<file path="config.mk">
export PLATFORM = sky130hd
export DESIGN_NAME = inst_fetch
export DESIGN_NICKNAME = d
export VERILOG_FILES = /design/src/rtl/inst_fetch.sv
export SDC_FILE = /design/constraint.sdc
export NUM_CORES = 1
export LEC_CHECK = 0
export ABC_CLOCK_PERIOD_IN_PS = 8150
export BUFFER_PORTS_ARGS = -buffer_cell sky130_fd_sc_hd__buf_2
export CAP_MARGIN = 10
export CORE_MARGIN = 1
export CORE_UTILIZATION = 50
export CTS_CLUSTER_SIZE = 25
export DETAILED_ROUTE_END_ITERATION = 10
export PLACE_DENSITY_LB_ADDON = 0.1
export SLEW_MARGIN = 20
export SYNTH_ARGS = -nofsm -noshare
export SYNTH_HDL_FRONTEND = slang
export SYNTH_SLANG_ARGS = --single-unit
</file>
<file path="constraint.sdc">
create_clock -name CLK -period 8.15 [get_ports CLK]
set_input_delay 0.815 -clock CLK [delete_from_list [all_inputs] [get_ports CLK]]
set_output_delay 0.815 -clock CLK [all_outputs]
set_load 0.02 [all_outputs]
</file>
<file path="src/rtl/inst_fetch.sv">
// Instruction fetch stage: one single-beat memory read per accepted PC, results queued in order for decode.
// Optional macro FETCH_MISALIGN_CHK_EN adds F_MISALIGN and turns misaligned PCs into queued NOP entries.
module inst_fetch #(
   parameter int          DEPTH    = 4,
   parameter logic [31:0] NOP_INST = 32'h0000_0013
) (
   input  logic        CLK,
   input  logic        RST,
   input  logic [31:0] P_PC,
   input  logic        P_VALID,
   input  logic        FLUSH,
   output logic        STALL,
   output logic        MEM_RREQ,
   output logic [31:0] MEM_RADDR,
   input  logic        MEM_RACK,
   input  logic [31:0] MEM_RDATA,
   input  logic        D_STALL,
   output logic        F_VALID,
   output logic [31:0] F_PC,
`ifdef FETCH_MISALIGN_CHK_EN
   output logic        F_MISALIGN,
`endif
   output logic [31:0] F_INST
);

   localparam int PW = (DEPTH > 1) ? $clog2(DEPTH) : 1;

   typedef enum logic [1:0] {S_IDLE, S_REQ, S_DROP} state_t;

   state_t        state_q, state_d;
   logic          rreq_q, rreq_d;
   logic [31:0]   raddr_q, raddr_d;
   logic [31:0]   req_pc_q, req_pc_d;
   logic [PW-1:0] wr_ptr_q, wr_ptr_d;
   logic [PW-1:0] rd_ptr_q, rd_ptr_d;
   logic [PW:0]   count_q, count_d;

   logic [31:0]   fifo_pc_q   [DEPTH];
   logic [31:0]   fifo_inst_q [DEPTH];

   logic [PW+1:0] res;
   logic          ack_kept;
   logic          slot_free;
   logic          misaligned;
   logic          accept;
   logic          mem_accept;
   logic          direct_push;
   logic          ack_push;
   logic          push;
   logic          pop;
   logic [31:0]   push_pc_d;
   logic [31:0]   push_inst_d;

`ifdef FETCH_MISALIGN_CHK_EN
   logic          fifo_mis_q [DEPTH];
   assign misaligned = (P_PC[1:0] != 2'b00);
`else
   assign misaligned = 1'b0;
`endif

   // Reservation counts the outstanding read so queue space exists for every returning beat.
   assign res       = {1'b0, count_q} + {{(PW+1){1'b0}}, (state_q != S_IDLE)};
   assign ack_kept  = (state_q == S_REQ) && MEM_RACK;
   assign slot_free = (state_q == S_IDLE) || ack_kept;

   // A misaligned PC pushes directly, so it cannot share the cycle with an ack push.
   assign accept      = P_VALID && !FLUSH && (res < (PW+2)'(DEPTH)) && slot_free &&
                        !(misaligned && (state_q != S_IDLE));
   assign mem_accept  = accept && !misaligned;
   assign direct_push = accept && misaligned;
   assign ack_push    = ack_kept && !FLUSH;
   assign push        = ack_push || direct_push;
   assign pop         = F_VALID && !D_STALL && !FLUSH;
   assign push_pc_d   = ack_push ? req_pc_q : P_PC;
   assign push_inst_d = ack_push ? MEM_RDATA : NOP_INST;

   assign STALL     = P_VALID && !accept;
   assign MEM_RREQ  = rreq_q;
   assign MEM_RADDR = raddr_q;
   assign F_VALID   = (count_q != '0);
   assign F_PC      = F_VALID ? fifo_pc_q[rd_ptr_q] : 32'h0;
   assign F_INST    = F_VALID ? fifo_inst_q[rd_ptr_q] : NOP_INST;
`ifdef FETCH_MISALIGN_CHK_EN
   assign F_MISALIGN = F_VALID && fifo_mis_q[rd_ptr_q];
`endif

   always_comb begin
      state_d  = state_q;
      rreq_d   = rreq_q;
      raddr_d  = raddr_q;
      req_pc_d = req_pc_q;
      case (state_q)
         S_IDLE: ;
         S_REQ: begin
            if (MEM_RACK) begin
               state_d = S_IDLE;
               rreq_d  = 1'b0;
            end else if (FLUSH) begin
               state_d = S_DROP;
            end
         end
         S_DROP: begin
            if (MEM_RACK) begin
               state_d = S_IDLE;
               rreq_d  = 1'b0;
            end
         end
         default: begin
            state_d = S_IDLE;
            rreq_d  = 1'b0;
         end
      endcase
      // A new request overrides the ack-cycle return to IDLE (back-to-back fetch).
      if (mem_accept) begin
         state_d  = S_REQ;
         rreq_d   = 1'b1;
         raddr_d  = {P_PC[31:2], 2'b00};
         req_pc_d = P_PC;
      end
   end

   always_comb begin
      wr_ptr_d = wr_ptr_q;
      rd_ptr_d = rd_ptr_q;
      count_d  = count_q;
      if (FLUSH) begin
         wr_ptr_d = '0;
         rd_ptr_d = '0;
         count_d  = '0;
      end else begin
         if (push) wr_ptr_d = wr_ptr_q + PW'(1);
         if (pop)  rd_ptr_d = rd_ptr_q + PW'(1);
         count_d = count_q + {{PW{1'b0}}, push} - {{PW{1'b0}}, pop};
      end
   end

   always_ff @(posedge CLK or posedge RST) begin
      if (RST) begin
         state_q  <= S_IDLE;
         rreq_q   <= 1'b0;
         raddr_q  <= 32'h0;
         req_pc_q <= 32'h0;
         wr_ptr_q <= '0;
         rd_ptr_q <= '0;
         count_q  <= '0;
      end else begin
         state_q  <= state_d;
         rreq_q   <= rreq_d;
         raddr_q  <= raddr_d;
         req_pc_q <= req_pc_d;
         wr_ptr_q <= wr_ptr_d;
         rd_ptr_q <= rd_ptr_d;
         count_q  <= count_d;
      end
   end

   // Entry storage needs no reset: heads are masked by count_q.
   always_ff @(posedge CLK) begin
      if (push) begin
         fifo_pc_q[wr_ptr_q]   <= push_pc_d;
         fifo_inst_q[wr_ptr_q] <= push_inst_d;
`ifdef FETCH_MISALIGN_CHK_EN
         fifo_mis_q[wr_ptr_q]  <= direct_push;
`endif
      end
   end

endmodule

</file>
==> impl_metrics.yaml, run 1 <==
timing:
  finalCritPeriodShare_pct: 47.85
  finalWorstSetupSlack_ns: 4.250
  finalSetupViolations: 0
  max_freq_ghz: 0.2564
  hold_viol: 0
  fin_tns_setup_ns: 0
  maxSlewViolCount: 0
  rsz0062_at_grt: "false"
  slew_headroom_pct: 30.78
  tightest_slew_ns: 1.038
  fin_crit_ns: 3.900
  finalClockSkew_ns: 0.01637
finish:
  fin_nets: 932
  design_area_um2: 14210
  syn2layout_area_growth_pct: 15.03
  stdcell_count: 1197
  final_layout_size_suffix_gt1_share_pct: 36.81
place:
  place.port_buffers: 166
  hpwlAfterDp_um: 13500
  pre_cts_slack_ns: 4.675
  placed_cell_area_um2: 13240
  place_congestion: 0.7152
  dp.cells: 1144
synthesis:
  synth_compound_gate_area_share_pct: 0.5672
  postSynthAreaPerCell_um2: 17.25
  yosys_warnings: 0
  synth_top_area_share_pct: 62.23
  synth.area.mux_share_pct: 14.59
  synth-xor-area-share_pct: 0.2836
  synth_area_um2: 12350
  syn_inst: 716
  yosysSeqAreaShare_pct: 70.74
  synth_fa_ha_area_share_pct: 1.175
  synthSimpleGateAreaFrac_pct: 9.004
  ys_ff_latch: 298
  yosysTopAreaCell: "edfxtp_1"
  synthTopCellsByArea: "edfxtp_1 (62%), mux4_2 (12%), dfrtp_1 (8.5%)"
  synth_top_family_by_area: "multiplexers"
  synth.distinct_cells: 34
floorplan:
  num_rows: 57
  coreArea_um2: 24250
  fp.dieW_um: 159.2
  die_h_um: 159.2
  io_pins: 169
  initial_core_util_pct: 50.94
  dieArea_um2: 25340
power_and_ir_drop:
  peakVddDrop_mv: 0.1766
  internal-power_uw: 3185
  p_sw_uw: 1416
  p_seq_share_pct: 42.6
  p_clk_share_pct: 29.3
  p_comb_share_pct: 28.1
  power.share.switching_pct: 30.78
  p_leak_uw: 0.005342
  p_per_area_nw_per_um2: 323.8
worst_setup_path:
  reg2reg_from: "state_q[1]$_DFFE_PP0P_"
  arrival_ns: 3.08
  path_depth: 4
  cp.required_ns: 7.34
  cp_top_family: "buffers and inverters"
  critPathSlowestCell: "buf_4"
  cp_max_fo: 44
  worstSetupEndpointType: "output port"
  r2r_slack_ns: 5.38
  max_stage_delay_ns: 0.80
  path_class: "reg2out"
  reg2reg_depth: 11
  startpoint_type: "register"
  worst-path-buf-inv: 2
  crit_chain: "buf_4, mux4_2, or2_2, buf_2"
  crit_start: "rd_ptr_q[0]$_DFFE_PP0P_"
  setup.worst_path.end: "F_INST[4]"
  reg2reg_to: "count_q[2]$_DFF_PP0_"
cts:
  htreeDepth: 1
  postCtsSetupBuffers: 0
  cts_buffer_depth: 3
  cts_tree: "done"
  root_buffer: "clkbuf_16"
  clock-sinks: 298
  clk-insertion-delay-late_ns: 0.53
  hold_buffers: 0
  clk_pin_slew_ns: 0.06
  cts_resized: 0
  cts_buffers: 29
grt:
  antenna_found_initial: 1
  globalRouteOverflowTotal: 0
  grt_max_degree: 66
  grt_pass1_wl_um: 37850
  grt_pass1_vias: 6882
  globalRouteTotalUtil_pct: 19.37
route:
  routedWlPerCell_um: 20.05
  drt_pass1_iterations: 5
  viasPerCell: 5.332
  drc: 0
  ant_nets: 0
  vias: 6383
  wirelength_um: 24000
  drtIter0Drc: 386
outcome:
  outcome: "finished, final reports clean"
worst_hold_path:
  min_path_type: "in2async"
job:
  maxCapViolations: 0
[cell families after synthesis]
group                    after synthesis
multiplexers                          96
buffers and inverters                 78
other                                  1
XOR/XNOR                               4
AO/OA/AOI/OAI                         12
adder cells (fa/ha/maj)               11
flip-flops                           298
AND/OR/NAND/NOR                      216
[stage by stage]
step                hold WS (ns)  utilization, %  power (µW)
global route              0.4676           58.59        4814
CTS                       0.5129           58.58        4657
global placement          0.4899           54.60        3278
finish                    0.4192           58.60        4602
floorplan                 0.4781               -        2981
detailed placement        0.4947           54.60        3311
[synth_stat cells (all sizes together)]
master   number
mux4         64
o31a          1
inv          10
nand2b        4
dfrtp        42
a21o          1
and3          1
nand3b        1
and2         94
fa            1
nor4b         1
a21oi         5
nand4bb       1
a31oi         1
nand3         1
edfxtp      256
o21bai        1
o21ai         3
ha           10
mux2         32
nor3b         1
xnor2         4
or3           1
nor2          5
nor2b         2
nand2        99
nor3          2
conb          1
or2           3
clkbuf       26
buf          42
[power by group through the flow]
stage / sequential [µW] / clock [µW] / combinational [µW]
finish: 1960 / 1350 / 1290
global route: 1980 / 1430 / 1400
CTS: 1960 / 1370 / 1320
detailed placement: 1990 / 0 / 1320
global placement: 1980 / 0 / 1300
floorplan: 1940 / 0 / 1040
[sequential cells by signal (all words and copies together), names as in the netlist]
name and count:
MEM_RREQ 1, rd_ptr_q 2, count_q 3, wr_ptr_q 2, fifo_pc_q 128, fifo_inst_q 128
state_q 2, req_pc_q 32
[worst min-delay path by stage]
stage	start	slack [ns]	cells past startpoint	end
final	RST	0.42	2	req_pc_q[15]$_DFFE_PP0P_
after global routing	RST	0.47	2	req_pc_q[7]$_DFFE_PP0P_
after CTS	P_PC[17]	0.51	2	req_pc_q[17]$_DFFE_PP0P_
after detailed placement	req_pc_q[0]$_DFFE_PP0P_	0.49	1	req_pc_q[0]$_DFFE_PP0P_
after global placement	req_pc_q[1]$_DFFE_PP0P_	0.49	1	req_pc_q[1]$_DFFE_PP0P_
after floorplan	state_q[0]$_DFFE_PP0P_	0.48	1	state_q[0]$_DFFE_PP0P_
[cell type report]
cell class | count | area [µm²]
Sequential cell | 298 | 8746
Antenna cell | 1 | 2.502
Fill cell | 1893 | 10040
Timing Repair Buffer | 171 | 868.3
Tap cell | 324 | 405.4
Inverter | 10 | 40.04
Clock buffer | 39 | 803.3
Clock inverter | 13 | 161.4
Multi-Input combinational cell | 341 | 3183
[layout by cell type, fill, tap and decap left out, types with 5 or more instances in the layout]
cell type  instances
mux2_2            30
nor2_1             5
nand2_1           99
clkbuf_16         29
dfrtp_1           40
edfxtp_1         256
and2_1            90
inv_1              8
mux4_2            64
buf_2            166
a21oi_1            5
clkinv_2           8
clkbuf_1           6
buf_4              5
ha_1              10
[per-layer routing]
| layer | wire, µm | up-vias | track usage, % | part of all wire (%) |
|---|---|---|---|---|
| met4 | 451 | 0 | 4.851 | 1.9 |
| met5 | 0 | - | 0 | 0 |
| met2 | 12370 | 185 | 34.87 | 52 |
| met1 | 9909 | 3260 | 24.44 | 41 |
| li1 | - | 2903 | - | - |
| met3 | 1268 | 35 | 3.230 | 5.3 |
[worst register-to-register path, delay by kind of cell (launching register included)]
kind / cells / cell delay (ns)
and+or+nand+nor: 2 / 0.63
xor gates and xnor gates: 1 / 0.18
DFF: 1 / 0.41
adders and majority gates: 4 / 1.10
buffers and inverters: 4 / 0.34
No activity file was read; power rests on OpenSTA's default activity.
==> inputs of run 2 (changes only) <==
Settings changed: ABC_CLOCK_PERIOD_IN_PS 8150 to 4059.
Clock period 8.15 ns to 4.06 ns, I/O delays scaled along.
==> impl_metrics.yaml, run 2 (synthesis gave the netlist of run 1 again) <==
outcome:
  outcome: "finished, final reports clean"
floorplan:
  dieArea_um2: 25340
  fp.dieW_um: 159.2
  io_pins: 169
  num_rows: 57
  die_h_um: 159.2
  coreArea_um2: 24250
  initial_core_util_pct: 50.94
timing:
  finalClockSkew_ns: 0.006177
  maxSlewViolCount: 0
  max_freq_ghz: 0.3033
  hold_viol: 0
  finalCritPeriodShare_pct: 81.20
  tightest_slew_ns: 1.006
  finalSetupViolations: 0
  holdWs_ns: 0.01073
  fin_crit_ns: 3.297
  fin_tns_setup_ns: 0
  slew_headroom_pct: 32.95
  rsz0062_at_grt: "false"
route:
  drt_pass1_iterations: 5
  wirelength_um: 24350
  ant_nets: 0
  drc: 0
  viasPerCell: 5.307
  drtIter0Drc: 361
  routedWlPerCell_um: 20.20
  vias: 6395
place:
  place.port_buffers: 166
  hpwlAfterDp_um: 14320
  dp.cells: 1149
  place_congestion: 0.7072
worst_setup_path:
  max_stage_delay_ns: 1.07
  startpoint_type: "register"
  path_class: "reg2out"
  reg2reg_to: "count_q[2]$_DFF_PP0_"
  worstSetupEndpointType: "output port"
  reg2reg_from: "state_q[1]$_DFFE_PP0P_"
  setup.worst_path.end: "F_INST[12]"
  crit_start: "rd_ptr_q[0]$_DFFE_PP0P_"
  arrival_ns: 2.89
  critPathSlowestCell: "dfrtp_4"
  crit_chain: "buf_4, mux4_2, and2_1, buf_2"
  cp_max_fo: 48
  r2r_slack_ns: 1.31
  cp.required_ns: 3.65
  reg2reg_depth: 11
power_and_ir_drop:
  peakVddDrop_mv: 0.3850
  p_leak_uw: 0.005373
  p_per_area_nw_per_um2: 643.6
  power_uw: 9181
grt:
  antenna_found_initial: 0
  grt_pass1_vias: 6899
  globalRouteTotalUtil_pct: 19.73
  globalRouteOverflowTotal: 0
  grt_pass1_wl_um: 38380
  grt_max_degree: 66
cts:
  clk_pin_slew_ns: 0.06
  root_buffer: "clkbuf_16"
  cts_buffers: 30
  cts_tree: "done"
  clock-sinks: 298
  clk-insertion-delay-late_ns: 0.54
  hold_buffers: 0
  postCtsSetupBuffers: 0
  htreeDepth: 1
  cts_buffer_depth: 3
  cts_resized: 0
finish:
  final_cell_mix: "edfxtp_1 (256), buf_2 (166), nand2_1 (99)"
  ff_latch_area_um2: 8746
  final_util_pct: 58.83
  antenna_cells: 0
  final_common_cell: "edfxtp_1"
  stdcell_count: 1205
  final_layout_size_suffix_gt1_share_pct: 37.34
  multi_input_area_um2: 3183
  nFillCells: 1915
  top_regs: "fifo_inst_q (128), fifo_pc_q (128), req_pc_q (32)"
  syn2layout_area_growth_pct: 15.48
  fin_nets: 938
worst_hold_path:
  min_path_type: "in2async"
job:
  maxCapViolations: 0
run 2: cell count changes in the layout (fill, tap and decap cells not counted), sizes merged:
cell,change
clkbuf,+4
bufinv,-3
diode,-1
clkinv,+2
buf,+5
clkinvlp,+1
run 2: cell type report:
class	instances	share of cell area (%)
flip-flops and latches	298	61.31
inverters	10	0.2807
clock inverters	13	0.6228
well taps	324	2.842
repair buffers	176	6.526
multi-input cells	341	22.31
clock buffers	43	6.105
run 2: how the worst min path moves through the flow:
| stage | from | end | slack [ns] | depth (start not counted) |
|---|---|---|---|---|
| 3_3_place_gp | req_pc_q[4]$_DFFE_PP0P_ | req_pc_q[4]$_DFFE_PP0P_ | 0.49 | 1 |
| 2_1_floorplan | state_q[0]$_DFFE_PP0P_ | state_q[0]$_DFFE_PP0P_ | 0.48 | 1 |
| 3_5_place_dp | req_pc_q[1]$_DFFE_PP0P_ | req_pc_q[1]$_DFFE_PP0P_ | 0.50 | 1 |
| 4_1_cts | P_PC[4] | req_pc_q[4]$_DFFE_PP0P_ | 0.08 | 2 |
| 6_report | RST | req_pc_q[8]$_DFFE_PP0P_ | 0.01 | 2 |
| 5_1_grt | RST | req_pc_q[2]$_DFFE_PP0P_ | 0.06 | 2 |
run 2: routing by layer:
layer	GRT usage [%]	vias to the layer above	share of wire, %
met5	0	-	0
met4	5.026	0	1.8
met3	2.266	37	3.7
met2	35.33	165	52
met1	25.78	3283	42
li1	-	2910	-
run 2: critical path: cells and delay by family (launching register included):
| kind | cells | cell delay, ns |
|---|---|---|
| muxes | 1 | 0.55 |
| DFF | 1 | 1.07 |
| and+or+nand+nor | 1 | 0.17 |
| buffers and inverters | 2 | 0.55 |
run 2: where the power goes:
part / total [µW] / leakage [µW] / internal, µW / switching, µW
logic: 2560 / 0.00200 / 1070 / 1490
clock network: 2640 / 0.000476 / 1550 / 1100
registers: 3980 / 0.00290 / 3700 / 280
total: 9180 / 0.00537 / 6320 / 2870
run 2: stage by stage:
step,instance area (µm²),setup WS [ns]
2_1_floorplan,12360,0.8064
3_3_place_gp,13300,1.271
3_5_place_dp,13300,1.237
4_1_cts,14260,0.6427
5_1_grt,14260,0.5399
6_report,14260,0.7632
==> inputs of run 3 (changes only) <==
Settings changed: ABC_AREA from default to 1, ABC_CLOCK_PERIOD_IN_PS 4059 to 3400.
Clock period 4.06 ns to 3.4 ns, I/O delays scaled along.
==> impl_metrics.yaml, run 3 <==
floorplan:
  fp.dieW_um: 160.7
  die_h_um: 160.7
  io_pins: 169
  num_rows: 57
  dieArea_um2: 25840
  coreArea_um2: 24530
  initial_core_util_pct: 51.36
timing:
  hold_viol: 1
  tightest_slew_ns: 0.9532
  rsz0062_at_grt: "false"
  finalClockSkew_ns: 0.009570
  fin_crit_ns: 2.892
  finalSetupViolations: 0
  slew_headroom_pct: 36.45
  maxSlewViolCount: 0
  finalCritPeriodShare_pct: 85.07
  max_freq_ghz: 0.3457
  holdWs_ns: -0.001833
route:
  routedWlPerCell_um: 16.60
  drtIter0Drc: 601
  ant_nets: 0
  drt_pass1_iterations: 4
  wirelength_um: 26920
  viasPerCell: 5.129
  drc: 0
  vias: 8314
cts:
  clk-insertion-delay-late_ns: 0.54
  cts_buffers: 31
  htreeDepth: 1
  cts_resized: 0
  hold_buffers: 0
  clock-sinks: 298
  root_buffer: "clkbuf_16"
  cts_buffer_depth: 3
  postCtsSetupBuffers: 0
  cts_tree: "done"
  clk_pin_slew_ns: 0.06
finish:
  final_layout_size_suffix_gt1_share_pct: 19.35
  fin_nets: 1355
  final_cell_mix: "nor2_1 (291), edfxtp_1 (256), buf_2 (166)"
  top_regs: "fifo_inst_q (128), fifo_pc_q (128), req_pc_q (32)"
  final_util_pct: 59.61
  antenna_cells: 0
  design_area_um2: 14620
  syn2layout_area_growth_pct: 16.07
  final_common_cell: "nor2_1"
grt:
  globalRouteTotalUtil_pct: 20.95
  antenna_found_initial: 0
  grt_pass1_vias: 7963
  grt_max_degree: 65
  globalRouteOverflowTotal: 0
  grt_pass1_wl_um: 42300
worst_hold_path:
  min_path_type: "in2async"
synthesis:
  synth.distinct_cells: 25
  synth_top_area_share_pct: 61.01
  synthFlopType: "edfxtp_1"
  postSynthAreaPerCell_um2: 10.97
  ys_top_cells_by_count: "nor2_1 (295), edfxtp_1 (256), o21ai_0 (161)"
  syn_inst: 1149
  yosysMostFrequentCell: "nor2_1"
  yosys_warnings: 0
  yosysSeqAreaShare_pct: 69.35
  synth_edf_count: 256
  synthArstFlopShare_pct: 14.09
  synthTopCellsByArea: "edfxtp_1 (61%), nor2_1 (8.8%), dfrtp_1 (8.3%)"
  ys_ff_latch: 298
  synth_area_um2: 12600
  yosysTopAreaCell: "edfxtp_1"
outcome:
  outcome: "finished with violations"
  failed_checks: "negative hold slack"
worst_setup_path:
  arrival_ns: 2.55
  startpoint_type: "register"
  reg2reg_depth: 12
  worstSetupEndpointType: "output port"
  cp.required_ns: 3.06
  cp_max_fo: 54
  path_class: "reg2out"
power_and_ir_drop:
  p_per_area_nw_per_um2: 809.3
  power_uw: 11840
  peakVddDrop_mv: 0.4788
  p_leak_uw: 0.005864
place:
  place.port_buffers: 166
  placed_cell_area_um2: 13560
  hpwlAfterDp_um: 15310
  place_congestion: 0.7598
job:
  maxCapViolations: 0
## run 3: cell count changes in the layout (fill, tap and decap cells not counted), moves of 10 or more
cell,before,now
a21oi_1,5,65
and2_1,90,0
buf_4,8,18
inv_1,8,80
mux2_2,30,0
mux4_2,64,0
nand2_1,99,86
nor2_1,5,291
o21ai_0,3,161
o21ai_1,0,32
## run 3: worst max-delay path, stage by stage, from the launching register on
cell and delay (ns):
dfrtp_4 0.62, buf_4 0.56, nor2_1 0.11, nor2_1 0.10, o21ai_0 0.09, a21oi_1 0.27, buf_2 0.22
## run 3: cells by family after synthesis
kind of cell | count (synthesis) | synth area share (%)
and+or+nand+nor | 397 | 12.23
adders and majority gates | 11 | 1.152
DFF | 298 | 69.35
buffers and inverters | 181 | 6.773
AOI/OAI and AO/OA | 261 | 10.46
other | 1 | 0.02976
## run 3: final timing paths
| kind | from | end | slack, ns |
|---|---|---|---|
| max | rd_ptr_q[0]$_DFFE_PP0P_ | F_INST[17] | 0.51 |
| max in group asynchronous | RST | rd_ptr_q[0]$_DFFE_PP0P_ | 2.69 |
| min in group CLK | P_PC[9] | req_pc_q[9]$_DFFE_PP0P_ | 0.03 |
| max reg2reg | state_q[1]$_DFFE_PP0P_ | count_q[2]$_DFF_PP0_ | 1.11 |
| min | RST | req_pc_q[4]$_DFFE_PP0P_ | -0.002 |
| min reg2reg | MEM_RREQ$_DFFE_PP0P_ | MEM_RREQ$_DFFE_PP0P_ | 0.48 |
## run 3: area by class of cell
cell class,count,area (µm²)
fillers,2040,9910
flip-flops and latches,298,8743
multi-input cells,671,3048
repair buffers,188,1046
clock buffers,38,802.0
well taps,324,405.4
inverters,84,316.6
clock inverters,18,262.8
## run 3: where the power goes
part / switching (µW) / internal [µW]
logic: 2660 / 1070
clock network: 1320 / 2190
registers: 212 / 4380
total: 4200 / 7640
## run 3: through the flow
step / hold slack (ns) / setup slack [ns] / std cells / setup TNS [ns]
global route: 0.01250 / 0.3482 / 1621 / 0
CTS: 0.003253 / 0.5305 / 1621 / 0
detailed placement: 0.4659 / 1.121 / 1565 / 0
floorplan: 0.4666 / -0.8886 / 1150 / -170.60
global placement: 0.4692 / 1.121 / 1565 / 0
finish: -0.001833 / 0.5076 / 1621 / 0
## run 3: per-layer routing
metal	track usage (%)	vias up	part of all wire (%)
met5	0	-	0
met4	5.961	0	2.2
met3	3.125	45	5.3
met2	33.94	239	46
met1	29.58	3930	47
li1	-	4100	-
